## src/rtl/uart_pkg.sv

```systemverilog
// Shared types and register map for the memory-mapped UART receiver.
package uart_pkg;

    typedef enum logic [2:0] {
        RX_IDLE,
        RX_START,
        RX_DATA,
        RX_STOP,
        RX_BREAK
    } rx_state_t;

    localparam int UART_DATA_OFS   = 0;
    localparam int UART_STATUS_OFS = 4;

    localparam int ST_NEMPTY      = 0;
    localparam int ST_FULL        = 1;
    localparam int ST_FERR        = 2;
    localparam int ST_OVR         = 3;
    localparam int DATA_VALID_BIT = 8;

endpackage

```

## src/rtl/sync_fifo.sv

```systemverilog
// Single-clock FIFO with wrap-bit pointers and a combinational head output.
module sync_fifo #(
    parameter int WIDTH = 8,
    parameter int DEPTH = 16
) (
    input  logic             clk,
    input  logic             rst_n,
    input  logic             push,
    input  logic [WIDTH-1:0] din,
    input  logic             pop,
    output logic [WIDTH-1:0] dout,
    output logic             full,
    output logic             empty
);

    localparam int AW = $clog2(DEPTH);
    localparam logic [AW:0] PTR_ONE = (AW + 1)'(1);

    logic [AW:0]      wptr;
    logic [AW:0]      rptr;
    logic [WIDTH-1:0] mem [DEPTH];
    logic             do_rd;
    logic             do_wr;

    assign empty = (wptr == rptr);
    assign full  = (wptr[AW] != rptr[AW]) && (wptr[AW-1:0] == rptr[AW-1:0]);
    assign dout  = mem[rptr[AW-1:0]];

    // A pop frees the head slot in the same edge, so a write is accepted when full.
    assign do_rd = pop & ~empty;
    assign do_wr = push & (~full | do_rd);

    always_ff @(posedge clk or negedge rst_n) begin
        if (!rst_n) begin
            wptr <= '0;
            rptr <= '0;
        end else begin
            if (do_wr) wptr <= wptr + PTR_ONE;
            if (do_rd) rptr <= rptr + PTR_ONE;
        end
    end

    always_ff @(posedge clk) begin
        if (do_wr) mem[wptr[AW-1:0]] <= din;
    end

endmodule

```

## src/rtl/uart_rx_fifo.sv

```systemverilog
// 8N1 UART receiver with a receive FIFO behind a two-register read-only bus window.
module uart_rx_fifo
    import uart_pkg::*;
#(
    parameter int CLK_FREQ   = 27000000,
    parameter int BAUD       = 115200,
    parameter int FIFO_DEPTH = 16
) (
    input  logic        clk,
    input  logic        rst_n,
    input  logic        rx,
    input  logic        uart_ren,
    input  logic [31:0] addr,
    output logic [31:0] uart_out,
    output logic        rx_irq
);

    localparam int DIV     = CLK_FREQ / BAUD;
    localparam int BCNT_W  = (DIV > 2) ? $clog2(DIV) : 1;
    localparam int SEL_BIT = $clog2(UART_STATUS_OFS - UART_DATA_OFS);

    localparam logic [BCNT_W-1:0] BCNT_HALF = BCNT_W'(DIV / 2 - 1);
    localparam logic [BCNT_W-1:0] BCNT_FULL = BCNT_W'(DIV - 1);
    localparam logic [BCNT_W-1:0] BCNT_ONE  = BCNT_W'(1);

    logic              rx_meta;
    logic              rxs;

    rx_state_t         state, state_d;
    logic [BCNT_W-1:0] bcnt, bcnt_d;
    logic [2:0]        bit_idx, bit_idx_d;
    logic [7:0]        sreg, sreg_d;
    logic              bcnt_zero;
    logic              push;
    logic              ferr_set;

    logic              ren_q;
    logic              rd_first;
    logic              sel_status;
    logic              pop;
    logic              st_clr;
    logic              ovr_set;
    logic              overrun;
    logic              frame_err;

    logic [7:0]        fifo_head;
    logic              fifo_full;
    logic              fifo_empty;

    logic [31:0]       status_word;
    logic [31:0]       data_word;
    logic [31:0]       live_word;
    logic [31:0]       rd_hold;
    logic              unused_addr;

    assign unused_addr = ^{addr[31:SEL_BIT+1], addr[SEL_BIT-1:0]};

    always_ff @(posedge clk or negedge rst_n) begin
        if (!rst_n) begin
            rx_meta <= 1'b1;
            rxs     <= 1'b1;
        end else begin
            rx_meta <= rx;
            rxs     <= rx_meta;
        end
    end

    always_ff @(posedge clk or negedge rst_n) begin
        if (!rst_n) begin
            state   <= RX_IDLE;
            bcnt    <= '0;
            bit_idx <= '0;
            sreg    <= '0;
        end else begin
            state   <= state_d;
            bcnt    <= bcnt_d;
            bit_idx <= bit_idx_d;
            sreg    <= sreg_d;
        end
    end

    assign bcnt_zero = (bcnt == '0);

    always_comb begin
        state_d   = state;
        bcnt_d    = bcnt;
        bit_idx_d = bit_idx;
        sreg_d    = sreg;
        push      = 1'b0;
        ferr_set  = 1'b0;
        case (state)
            RX_IDLE: begin
                if (!rxs) begin
                    bcnt_d  = BCNT_HALF;
                    state_d = RX_START;
                end
            end
            RX_START: begin
                // Re-check the line at mid start bit; a high level here was a glitch.
                if (bcnt_zero) begin
                    if (!rxs) begin
                        bcnt_d    = BCNT_FULL;
                        bit_idx_d = '0;
                        state_d   = RX_DATA;
                    end else begin
                        state_d = RX_IDLE;
                    end
                end else begin
                    bcnt_d = bcnt - BCNT_ONE;
                end
            end
            RX_DATA: begin
                if (bcnt_zero) begin
                    sreg_d    = {rxs, sreg[7:1]};
                    bcnt_d    = BCNT_FULL;
                    bit_idx_d = bit_idx + 3'd1;
                    if (bit_idx == 3'd7) state_d = RX_STOP;
                end else begin
                    bcnt_d = bcnt - BCNT_ONE;
                end
            end
            RX_STOP: begin
                if (bcnt_zero) begin
                    if (rxs) begin
                        push    = 1'b1;
                        state_d = RX_IDLE;
                    end else begin
                        ferr_set = 1'b1;
                        state_d  = RX_BREAK;
                    end
                end else begin
                    bcnt_d = bcnt - BCNT_ONE;
                end
            end
            RX_BREAK: begin
                if (rxs) state_d = RX_IDLE;
            end
            default: state_d = RX_IDLE;
        endcase
    end

    sync_fifo #(
        .WIDTH (8),
        .DEPTH (FIFO_DEPTH)
    ) u_fifo (
        .clk   (clk),
        .rst_n (rst_n),
        .push  (push),
        .din   (sreg),
        .pop   (pop),
        .dout  (fifo_head),
        .full  (fifo_full),
        .empty (fifo_empty)
    );

    // Only the first cycle of a (possibly stalled) bus read has side effects.
    assign rd_first   = uart_ren & ~ren_q;
    assign sel_status = addr[SEL_BIT];
    assign pop        = rd_first & ~sel_status;
    assign st_clr     = rd_first & sel_status;
    assign ovr_set    = push & fifo_full & ~pop;

    always_ff @(posedge clk or negedge rst_n) begin
        if (!rst_n) begin
            ren_q     <= 1'b0;
            overrun   <= 1'b0;
            frame_err <= 1'b0;
            rd_hold   <= '0;
        end else begin
            ren_q <= uart_ren;
            if (ovr_set)       overrun <= 1'b1;
            else if (st_clr)   overrun <= 1'b0;
            if (ferr_set)      frame_err <= 1'b1;
            else if (st_clr)   frame_err <= 1'b0;
            if (rd_first)      rd_hold <= live_word;
        end
    end

    always_comb begin
        status_word            = '0;
        status_word[ST_NEMPTY] = ~fifo_empty;
        status_word[ST_FULL]   = fifo_full;
        status_word[ST_FERR]   = frame_err;
        status_word[ST_OVR]    = overrun;
    end

    always_comb begin
        data_word = '0;
        if (!fifo_empty) begin
            data_word[DATA_VALID_BIT] = 1'b1;
            data_word[7:0]            = fifo_head;
        end
    end

    assign live_word = sel_status ? status_word : data_word;

    // Stall cycles keep returning the word the bus saw on the first read cycle.
    always_comb begin
        uart_out = '0;
        if (uart_ren) uart_out = ren_q ? rd_hold : live_word;
    end

    assign rx_irq = ~fifo_empty;

endmodule

```

## config.mk

```make
export PLATFORM = sky130hd
export DESIGN_NAME = uart_rx_fifo
export DESIGN_NICKNAME = d
export VERILOG_FILES = /design/src/rtl/uart_pkg.sv /design/src/rtl/sync_fifo.sv /design/src/rtl/uart_rx_fifo.sv
export SDC_FILE = /design/constraint.sdc
export NUM_CORES = 1
export LEC_CHECK = 0
export ABC_AREA = 1
export CAP_MARGIN = 20
export CORE_MARGIN = 5
export CORE_UTILIZATION = 26
export CTS_CLUSTER_SIZE = 28
export DETAILED_ROUTE_END_ITERATION = 16
export SYNTH_ARGS = -nofsm -noshare
export SYNTH_HDL_FRONTEND = slang
export SYNTH_SLANG_ARGS = --single-unit
```

## constraint.sdc

```tcl
create_clock -name clk -period 2.09 [get_ports clk]
set_input_delay 0.209 -clock clk [delete_from_list [all_inputs] [get_ports clk]]
set_output_delay 0.209 -clock clk [all_outputs]
set_load 0.005 [all_outputs]
```

* Word-level counts from Yosys, hierarchy flattened
Memory sizes are Yosys's and may differ from the RTL's. Cells that the tools add are included.
Word-level totals: input port bits 36, latch bits 0, output and inout bits 33, register bits 69, logic and storage cells 92, memories kept 1, bits in read-only memories 0, bits in writable memories 128
Operators by class: multiplexer cells 34, $mul 0, reductions and logical operators 11, add/subtract/negate cells 4, magnitude comparators 0, divide/modulo/power cells 0, bitwise operators 13, eq/ne operators 17, shift operators 0
Memories:
- u_fifo.mem | words 16, width 8, read ports 1, clocked after Yosys merged registers in 0, write ports 1, RTL line sync_fifo.sv:21 | logic [WIDTH-1:0] mem [DEPTH];
Operators with widths (count):
- $mux 32 | 2
- $mux 8 | 5
- $pmux 8 s4 | 1
- $mux 3 | 10
- $mux 9 | 2
- $ne 2x2->1 const B | 8
- $pmux 3 s5 | 1
- $mux 1 | 11
- $add 5x1->5 const B | 2
- $logic_not 8->1 | 1
- $reduce_and 4->1 | 2
- $sub 8x1->8 const B | 1
- $and 1x1->1 | 7
- $eq 3x2->1 const B | 2
- $eq 3x3->1 const B | 2
- $pmux 3 s2 | 1
- $reduce_and 6->1 | 1
- $reduce_bool 2->1 | 3
- $eq 5x5->1 | 1
- $not 1->1 | 5
- $eq 4x4->1 | 1
- $reduce_bool 4->1 | 1
- $add 3x1->3 const B | 1
- $eq 3x1->1 const B | 1
- other kinds (7) | 7

* Longest topological paths before layout
Gate-level depths: netlist of run 1.
depth after elaboration 8, mapped depth 13, depth with buffers taken out 11

* Cells and area by module
From an unflattened synthesis of run 1, not the netlist that was laid out.
Second synthesis, totals: cells, all modules 763, area, all modules 7958.9 µm²
By module, submodules not included:
- sync_fifo | area each 5848.1 µm², instances 1, seq. area each 4093.9 µm², cells each 512
- uart_rx_fifo | area each 2110.8 µm², instances 1, seq. area each 903.4 µm², cells each 251

* Worst setup path after synthesis of run 1
No wires, ideal clock.
path kind register -> register, start reg bcnt[0], end mem u_fifo.mem[4][0], enable pin, setup time 370 ps, path slack 37 ps, clock period less this slack 2053 ps, buffers on the path 0, data required time 1720 ps, stages on the path, launching flop included 11, arrival time 1683 ps, path through dfrtp_1 -> inv_1 -> ha_1 -> nand3_2 -> nor2_2 -> nand3_1 -> inv_1 -> nand2_2 -> inv_4 -> nand2_2 -> nor2_1
On the way: word-level cells in the longest chain between the ends 6
RTL lines:
- from (decl) | RTL line uart_rx_fifo.sv:30 | logic [BCNT_W-1:0] bcnt, bcnt_d;
- from (signal assigned) | RTL line uart_rx_fifo.sv:76 | bcnt <= bcnt_d;
- $logic_not 8->1 | RTL line uart_rx_fifo.sv:82 | assign bcnt_zero = (bcnt == '0);
- $mux 1 | RTL line uart_rx_fifo.sv:123 | if (bcnt_zero) begin
- $mux 1 | RTL line uart_rx_fifo.sv:91 | case (state)
- $and 1x1->1 | RTL line sync_fifo.sv:31 | assign do_wr = push & (~full | do_rd);
- $mux 1 | RTL line sync_fifo.sv:44 | if (do_wr) mem[wptr[AW-1:0]] <= din;
- $mux 1 (implied by the code) | RTL line sync_fifo.sv:44
- to (decl) | RTL line sync_fifo.sv:21
No other way between the ends.

* Final worst setup path of run 1
start reg u_fifo.rptr[0], end reg rd_hold[1]
On the way: word-level cells in the longest chain between the ends 3, elaborated cells on any way between the ends 6, those cells by class eq/ne: 2; mux: 2; reduce/logical: 1; memory: 1
RTL lines:
- from (decl) | RTL line sync_fifo.sv:20 | logic [AW:0] rptr;
- from (signal assigned) | RTL line sync_fifo.sv:39 | if (do_rd) rptr <= rptr + PTR_ONE;
- $mem_v2 16x8 (tied with other cells)
- $mux 9 or $logic_and 1x1->1 (tied branches) | RTL line uart_rx_fifo.sv:189, sync_fifo.sv:26
- $mux 9 (*) | RTL line uart_rx_fifo.sv:195 | assign live_word = sel_status ? status_word : data_word;
- to (signal assigned) | RTL line uart_rx_fifo.sv:175 | if (rd_first) rd_hold <= live_word;
- to (decl) | RTL line uart_rx_fifo.sv:53 | logic [31:0] rd_hold;
Every way passes the cells marked *; elsewhere a longest branch is shown, timed or not. A chain may end at the register's enable or synchronous reset.

==> summary.txt, run 1 <==
Status
  – Run status: finished with violations
  – Failing checks: setup timing

Pwr
  – PD cells: 646 nW/um^2
  – Clock Power Share: 46.0%
  – P_sw: 0.00136 W
  – Combinational share of power: 1.0%
  – Peak supply drop: 0.000493 V
  – Sequential share of power: 53.0%
  – Int Power: 0.00557 W
  – Leakage: 4.90 nW
  – Sw Share: 19.6%

Worst setup path
  – R2R depth: 18
  – WP data required: 2.45 ns
  – Startpoint Class: flop
  – Reg2Reg Capture Point: rd_hold[1]
  – Worst R2R Start: u_fifo.rptr[0]
  – WS Path Type: flop to flop
  – R2R setup slack: -0.26 ns
  – Crit. End Element: flop
  – CP Max Fanout: 5
  – WP data arrival: 2.71 ns

Global route
  – Met1 global-route usage: 14.7%
  – Gr ovfl total: 0
  – Met3 usage: 1.87%
  – Pin count of the biggest net entering global routing: 27
  – GRT busiest layer: met2
  – Number of global-route vias before repair: 5761
  – Initial antenna violation count: 0
  – First-pass GRT wire length: 30200 um
  – GRT Total Usage: 11.4%
  – Met2 usage: 19.5%

Synth
  – Async SR Flop Fraction: 26.4%
  – Synth cell types: 33
  – Number of synthesized flops with an enable pin: 128
  – Number of synthesized register bits: 174
  – Mux cell area share after synthesis: 0.142%
  – Synth Area in Compound Gates: 4.80%
  – Largest family of logic cells by synthesized area: simple AND/OR/NAND/NOR gates
  – Xor and xnor area share after synthesis: 1.21%
  – Yosys warns: 0
  – Synth Instances: 805
  – Synth Area in Simple Gates: 21.6%
  – Post-Synth Adder-Cell Area: 1.26%
  – Register area share after synthesis: 62.9%
  – Main synth FF type: edfxtp_1
  – Synthesized area: 7950 um^2
  – Syn avg cell area: 9.88 um^2

Floorplanning
  – Die Ht: 185 um
  – Die W: 185 um
  – Rows: 64
  – Die footprint: 34200 um^2
  – IO Count: 69
  – CORE AREA: 30400 um^2
  – Starting Density: 26.1%

CTS
  – Number of CTS-inserted buffers: 17
  – Clk root buf: clkbuf_16
  – Clock-pin slew on the worst setup and hold paths: 0.06 ns
  – Clock Path Buffers: 2
  – Max H-tree Level: 4
  – CTS tree: built
  – Clock insertion delay at the later pin of the skew report: 0.42 ns
  – Total clock sinks: 174

Finish
  – Design area: 10700 um^2
  – Antenna Cells: 0
  – Post-layout util: 35.3%
  – Area grow syn2layout: 35.0%
  – Commonest non-fill, non-tap cell in the layout: nand2_1
  – Area of the multi-input gates: 2890 um^2
  – Most frequent cells in the layout: nand2_1 (189), edfxtp_1 (128), nor2_1 (64)
  – Fill count: 2953
  – Finished Layout Cells: 1335
  – NumNets Final: 970
  – Storage cell area: 5000 um^2
  – Share of layout cells above drive strength 1: 32.1%

Detailed routing
  – Vias per cell: 4.34
  – Total via count in the routed design: 5797
  – Detailed Route Iter0 Violations: 389
  – WL per Instance: 14.4 um
  – 1st-pass router iterations: 5
  – ANT nets after route: 0
  – DRC violation count after routing: 0
  – WL final: 19300 um

Place
  – HPWL after DPL: 11400 um
  – Placed inst area: 8810 um^2
  – Number of port buffers: 14
  – GP Congestion: 0.828
  – Cell count after placement: 1245

Hold path
  – Min-delay worst type: input pin to flop
  – Hold path cells: 1
  – Hold Path Sink: rx_meta
  – Hold_sp: rx

STA
  – Fmax: 426 MHz
  – RSZ-0062 raised after global routing: true
  – # setup viols final: 10
  – Final Hold Fails: 0
  – Worst slew pin tran: 0.757 ns
  – Max-slew violations: 0
  – Fin crit period: 2.35 ns
  – Fin crit share: 112%
  – Fin Clk Skew: 0.00964 ns
  – Slew HR: 49.5%
  – Setup TNS: -2.09 ns
  – Setup WS post-layout: -0.259 ns

Run
  – # Max-Cap Violations: 0
-- power groups by stage --
stage	registers (W)	logic (W)	clock network (W)
floorplan	0.00375	0.0000547	0
global placement	0.00375	0.0000609	0
detailed placement	0.00375	0.0000617	0
CTS	0.00368	0.0000646	0.00325
global route	0.00367	0.0000760	0.00341
finish	0.00368	0.0000659	0.00319
-- critical path, stage by stage (launching register included) --
cell and delay, ns:
dfrtp_2 0.43, buf_4 0.13, buf_6 0.15, buf_16 0.15, nor2_4 0.04, nor2_1 0.07, o21ai_1 0.06, nand3_1 0.13
nand3_1 0.09, nand2_1 0.08, nand2_1 0.07, buf_4 0.13, buf_4 0.12, buf_4 0.12, buf_4 0.12, buf_4 0.12
buf_4 0.12, buf_4 0.12, nand2_1 0.05
-- through the flow --
stage | worst slack [ns] | total power (W) | hold slack, ns
2_1_floorplan | 0.0366 | 0.00380 | -0.0866
3_3_place_gp | -0.124 | 0.00381 | 0.250
3_5_place_dp | -0.115 | 0.00381 | 0.255
4_1_cts | -0.248 | 0.00699 | 0.171
5_1_grt | -0.366 | 0.00715 | 0.184
6_report | -0.259 | 0.00693 | 0.196
-- layer usage --
metal	wire length (um)	vias up
met5	0	-
met4	326	0
met3	926	24
met2	9560	146
met1	8460	2791
li1	-	2836
-- flip-flops by register name (all words and copies together), names as in the netlist, 3 cells and up --
register     count
bcnt             8
bit_idx          3
rd_hold          9
sreg             8
state            3
u_fifo.mem     128
u_fifo.rptr      5
u_fifo.wptr      5
-- cells by family after synthesis --
group	count (synthesis)
AND/OR/NAND/NOR	410
flip-flops	174
buffers and inverters	125
AO/OA/AOI/OAI	75
XOR/XNOR	11
adder cells (fa/ha/maj)	8
other	1
multiplexers	1
-- timing repair --
action | CTS | global route
hold buffers | 1 | 0
endpoints found under the setup margin | 42 | 140
gates cloned | 10 | 1
buffers inserted | 42 | 13
resized for setup | 193 | 65
endpoints found under the hold margin | 23 | 0
pin swaps | 60 | 41
-- worst max-delay path by stage --
| stage | start | to | slack [ns] | depth (start not counted) |
|---|---|---|---|---|
| after floorplan | bcnt[0] | u_fifo.mem[4][0] | 0.04 | 10 |
| after global placement | u_fifo.rptr[1] | uart_out[3] | -0.12 | 11 |
| after detailed placement | u_fifo.rptr[1] | uart_out[2] | -0.11 | 11 |
| after CTS | u_fifo.rptr[0] | uart_out[3] | -0.25 | 15 |
| after global routing | u_fifo.rptr[0] | uart_out[3] | -0.37 | 14 |
| final | u_fifo.rptr[0] | rd_hold[1] | -0.26 | 18 |
-- cell usage after synthesis, types with 2 or more instances --
cell      number  area [um^2]
a21oi_1        9         45.0
buf_2         12         60.1
buf_4         27          203
buf_6          7         78.8
clkbuf_1       4         15.0
dfrtp_1       44         1100
dfstp_2        2         52.6
edfxtp_1     128         3840
ha_1           8          100
inv_1         67          251
inv_2          5         18.8
inv_4          2         12.5
nand2_1      234          878
nand2_2        7         43.8
nand2_4        2         22.5
nand3_1       65          325
nand3_2        4         40.0
nand4_1        4         25.0
nor2_1        88          330
nor2_2         2         12.5
o21ai_0       52          260
o21ai_1       12         60.1
xnor2_1        3         26.3
xor2_1         8         70.1
-- cell type report --
class,count,area share [%]
inverters,75,2.79
clock buffers,18,4.00
clock inverters,14,1.55
multi-input cells,528,26.9
repair buffers,130,13.5
well taps,396,4.62
flip-flops and latches,174,46.6
Note: power is estimated with default switching activity, not from simulation.
==> inputs of run 2 (changes only) <==
CORE_UTILIZATION = 40   (was 26)
CTS_CLUSTER_DIAMETER = 150   (was not set)
==> run 2 against run 1 <==
Net effect: the flow still finishes with violations (setup timing); largest cell class unchanged; via count is 2.1% lower; wire length down 2.3%; register-to-register slack improved by 0.22 ns; first-iteration DRC count is 28% higher; highest routed layer unchanged.
==> summary.txt, run 2 (synthesis results as in run 1) <==
Detailed routing
  – ANT nets after route: 0
  – WL final: 18800 um
  – DRC violation count after routing: 0
  – Detailed Route Iter0 Violations: 498
  – Total via count in the routed design: 5673
  – Vias per cell: 4.80
  – WL per Instance: 15.9 um
  – 1st-pass router iterations: 5

Place
  – Worst slack at placement: -0.118 ns
  – GP Congestion: 0.828
  – Number of port buffers: 14
  – HPWL after DPL: 11700 um
  – Placed inst area: 8740 um^2

CTS
  – Clock insertion delay at the later pin of the skew report: 0.43 ns
  – Clock Path Buffers: 2
  – CTS tree: built
  – Total clock sinks: 174
  – Clock-pin slew on the worst setup and hold paths: 0.07 ns
  – Number of CTS-inserted buffers: 17
  – Clk root buf: clkbuf_16
  – Max H-tree Level: 4

STA
  – # setup viols final: 71
  – Final Hold Fails: 0
  – Max-slew violations: 0
  – Worst slew pin tran: 0.782 ns
  – Fmax: 433 MHz
  – Fin Clk Skew: 0.0118 ns
  – Fin crit period: 2.31 ns
  – Slew HR: 47.9%
  – Setup WS post-layout: -0.221 ns
  – RSZ-0062 raised after global routing: true
  – Fin crit share: 111%
  – Worst Hold Slack: 0.177 ns
  – Setup TNS: -2.56 ns

Worst setup path
  – Setup crit start: u_fifo.rptr[0]
  – Startpoint Class: flop
  – WS Path Type: flop to output pin
  – Worst R2R Start: u_fifo.rptr[0]
  – CP Max Fanout: 8
  – R2R setup slack: -0.04 ns
  – WP data arrival: 2.10 ns
  – WP data required: 1.88 ns
  – Crit. End Element: output pin

Floorplanning
  – Starting Density: 40.7%
  – Rows: 51
  – IO Count: 69
  – CORE AREA: 19500 um^2
  – Die footprint: 22800 um^2
  – Die W: 151 um
  – Die Ht: 151 um

Finish
  – Design area: 10100 um^2
  – Area of the multi-input gates: 2830 um^2
  – Share of layout cells above drive strength 1: 28.2%
  – Fill count: 1713
  – Area grow syn2layout: 27.2%
  – Commonest non-fill, non-tap cell in the layout: nand2_1
  – NumNets Final: 948
  – Storage cell area: 5000 um^2
  – Most frequent cells in the layout: nand2_1 (193), edfxtp_1 (128), nor2_1 (70)
  – Antenna Cells: 0
  – Largest register FFs: 128
  – Post-layout util: 51.8%

Global route
  – Gr ovfl total: 0
  – GRT Total Usage: 17.0%
  – First-pass GRT wire length: 29300 um
  – Number of global-route vias before repair: 5509
  – Initial antenna violation count: 0
  – Pin count of the biggest net entering global routing: 21

Pwr
  – PD cells: 680 nW/um^2
  – Peak supply drop: 0.000567 V
  – Leakage: 4.67 nW

Hold path
  – Hold_sp: rx
  – Min-delay worst type: input pin to flop

Status
  – Failing checks: setup timing
  – Run status: finished with violations

Run
  – # Max-Cap Violations: 0
[run 2: cell types whose count changed in the layout (fill, tap and decap cells not counted), moves of 3 or more]
| cell | before | now |
|---|---|---|
| nand3_1 | 41 | 50 |
| buf_4 | 63 | 55 |
| nand3_2 | 26 | 18 |
| nor2_2 | 15 | 7 |
| buf_12 | 14 | 8 |
| nand2_2 | 43 | 37 |
| nor2_1 | 64 | 70 |
| buf_16 | 7 | 2 |
| nand2_1 | 189 | 193 |
| nand2_8 | 1 | 4 |
[run 2: path summary, 6_finish.rpt]
path                               endpoint  cells after the start
setup / recovery                uart_out[0]                     11
hold / removal                      rx_meta                      1
setup reg to reg           u_fifo.mem[2][1]                     12
hold reg to reg                         rxs                      0
max in group asynchronous           rx_meta                      3
min in group asynchronous        rd_hold[1]                      2
[run 2: critical path, stage by stage (launching register included)]
cell,delay [ns]
dfrtp_2,0.48
inv_8,0.07
buf_12,0.14
buf_12,0.13
buf_4,0.14
o21ai_1,0.17
nand3_2,0.13
nand3_1,0.10
nand2_1,0.07
nand2_1,0.08
nand2_1,0.05
buf_2,0.12
[run 2: cell type report]
type,count,area share [%]
Tap cell,265,3.28
Clock buffer,17,4.21
Clock inverter,15,1.57
Multi-Input combinational cell,528,27.9
Sequential cell,174,49.4
Timing Repair Buffer,108,10.6
Inverter,75,3.01
[run 2: what timing repair did]
action | 4_1_cts | 5_1_grt
hold buffers | 1 | 0
endpoints found under the hold margin | 18 | 0
buffers inserted | 32 | 3
resized for setup | 118 | 113
setup endpoints to repair | 51 | 139
gates cloned | 4 | 0
pin swaps | 33 | 48
[run 2: routing by layer]
metal  share of wire [%]  track usage [%]  vias up
li1                    -                -     2797
met1                  45             23.6     2659
met2                  47             27.2      176
met3                 4.8             2.54       41
met4                 3.1             6.48        0
met5                   0                0        -
[run 2: power breakdown]
part           internal (W)  switching [W]
Clock               0.00177        0.00137
Sequential          0.00367     0.00000197
Combinational     0.0000157      0.0000474
Total               0.00546        0.00142
[run 2: stage by stage]
stage,power (W),std cells
floorplan,0.00380,827
global placement,0.00381,1127
detailed placement,0.00381,1127
CTS,0.00692,1194
global route,0.00711,1182
finish,0.00688,1182
==> inputs of run 3 (changes only) <==
clock period = 3 ns   (was 2.09 ns; I/O delays follow)
==> run 3 against run 2 <==
Net effect: clock power shrank 30%; sequential power is 30% lower; highest routed layer unchanged; the run now ends clean; largest power group unchanged; hold slack better by 0.096 ns; count of clock-buffer cells in the layout increased by 3; largest cell class unchanged.
==> summary.txt, run 3 (synthesis results as in run 1) <==
Status
  – Run status: complete, no violations

Worst setup path
  – Max incr delay on CP: 0.66 ns
  – CP cell instances: clkinvlp_4, nand3_1, nand3_1, nand2_1, nand2_1, nand3_1, clkdlybuf4s50_1
  – Setup crit start: u_fifo.rptr[2]
  – Critical path's top delay family: buffers and inverters
  – CP Max Fanout: 11
  – WS Path Type: flop to output pin
  – Worst path bufs/invs: 2
  – Critical Path Slowest Stage Cell: dfrtp_1
  – WP data arrival: 2.54 ns
  – Worst R2R Start: bcnt[0]
  – WP data required: 2.70 ns
  – Startpoint Class: flop
  – Most used cell, CP: nand3_1
  – Crit. End Element: output pin

CTS
  – Clk root buf: clkbuf_16
  – Max H-tree Level: 4
  – CTS tree: built
  – Number of CTS-inserted buffers: 17
  – Clock insertion delay at the later pin of the skew report: 0.43 ns
  – Total clock sinks: 174
  – Clock Path Buffers: 2
  – Clock-pin slew on the worst setup and hold paths: 0.07 ns

STA
  – Worst slew pin tran: 0.834 ns
  – Fin crit period: 2.84 ns
  – # setup viols final: 0
  – Setup TNS: 0 ns
  – Max-slew violations: 0
  – Fmax: 352 MHz
  – Fin crit share: 94.7%
  – Final Hold Fails: 0
  – Slew HR: 44.4%
  – Fin Clk Skew: 0.0113 ns

Pwr
  – Leakage: 4.13 nW
  – Peak supply drop: 0.000397 V
  – Pwr Total: 0.00482 W
  – PD cells: 534 nW/um^2

Floorplanning
  – Die footprint: 22800 um^2
  – Die W: 151 um
  – CORE AREA: 19500 um^2
  – IO Count: 69
  – Starting Density: 40.7%
  – Rows: 51
  – Die Ht: 151 um

Place
  – GP Congestion: 0.841
  – Number of port buffers: 14
  – HPWL after DPL: 10900 um

Detailed routing
  – Detailed Route Iter0 Violations: 401
  – WL final: 17200 um
  – ANT nets after route: 0
  – DRC violation count after routing: 0
  – Vias per cell: 4.75
  – Total via count in the routed design: 5307
  – WL per Instance: 15.3 um
  – 1st-pass router iterations: 5

Finish
  – Commonest non-fill, non-tap cell in the layout: nand2_1
  – Largest register FFs: 128
  – Post-layout util: 46.2%
  – NumNets Final: 884
  – Share of layout cells above drive strength 1: 10.3%
  – Storage cell area: 5000 um^2
  – Antenna Cells: 0
  – Fill count: 1824
  – Most frequent cells in the layout: nand2_1 (234), edfxtp_1 (128), nor2_1 (88)
  – Area of the multi-input gates: 2390 um^2
  – Area grow syn2layout: 13.4%

Global route
  – GRT Total Usage: 15.6%
  – Number of global-route vias before repair: 4951
  – Pin count of the biggest net entering global routing: 68
  – Gr ovfl total: 0
  – Initial antenna violation count: 0
  – First-pass GRT wire length: 26700 um

Hold path
  – Hold_sp: rx
  – Min-delay worst type: input pin to flop

Run
  – # Max-Cap Violations: 0
-- run 3: cell types whose count changed in the layout (fill, tap and decap cells not counted), sizes merged --
cell and delta:
clkbuf +3, bufinv +1, buf -74, clkdlybuf4s50 +10, inv -5, clkinv +1
-- run 3: metrics by stage --
step	hold slack, ns	worst slack (ns)	cells	cell area [um^2]
global placement	0.346	0.474	1084	8380
CTS	0.253	0.0791	1117	8980
global route	0.263	-0.00207	1118	9010
detailed placement	0.349	0.447	1084	8380
floorplan	0.00441	0.947	827	8030
finish	0.273	0.160	1118	9010
-- run 3: repair_timing --
action / CTS / global route
setup endpoints to repair: 0 / 8
resized for setup: 0 / 2
hold endpoints to repair: 34 / 0
hold buffers: 1 / 0
setup buffers: 0 / 0
-- run 3: final timing paths --
path | end | slack, ns | cells after the start
max | uart_out[3] | 0.16 | 7
min | rx_meta | 0.27 | 1
max reg2reg | u_fifo.mem[14][5] | 0.65 | 10
min reg2reg | rxs | 0.36 | 0
max in group asynchronous | rxs | 1.71 | 3
min in group asynchronous | rd_hold[5] | 0.52 | 2
-- run 3: area by class of cell --
| cell class | instances | share of cell area, % |
|---|---|---|
| clock buffer | 20 | 4.96 |
| clock inverter | 12 | 1.61 |
| inverter | 75 | 3.26 |
| multi-input combinational | 528 | 26.5 |
| sequential | 174 | 55.5 |
| tap | 265 | 3.68 |
| timing repair buffer | 44 | 4.50 |
-- run 3: where the power goes --
part	internal (W)	switching (W)	leakage, nW
sequential	0.00256	0.00000128	2.09
combinational	0.00000915	0.0000323	1.76
clock	0.00132	0.000890	0.286
-- run 3: layer usage --
metal  part of all wire (%)  track usage [%]  vias to the layer above
met1                     47             21.9                     2508
met3                    4.2             2.51                       21
met5                      0                0                        -
met2                     46             24.2                      119
li1                       -                -                     2659
met4                    2.0             6.35                        0
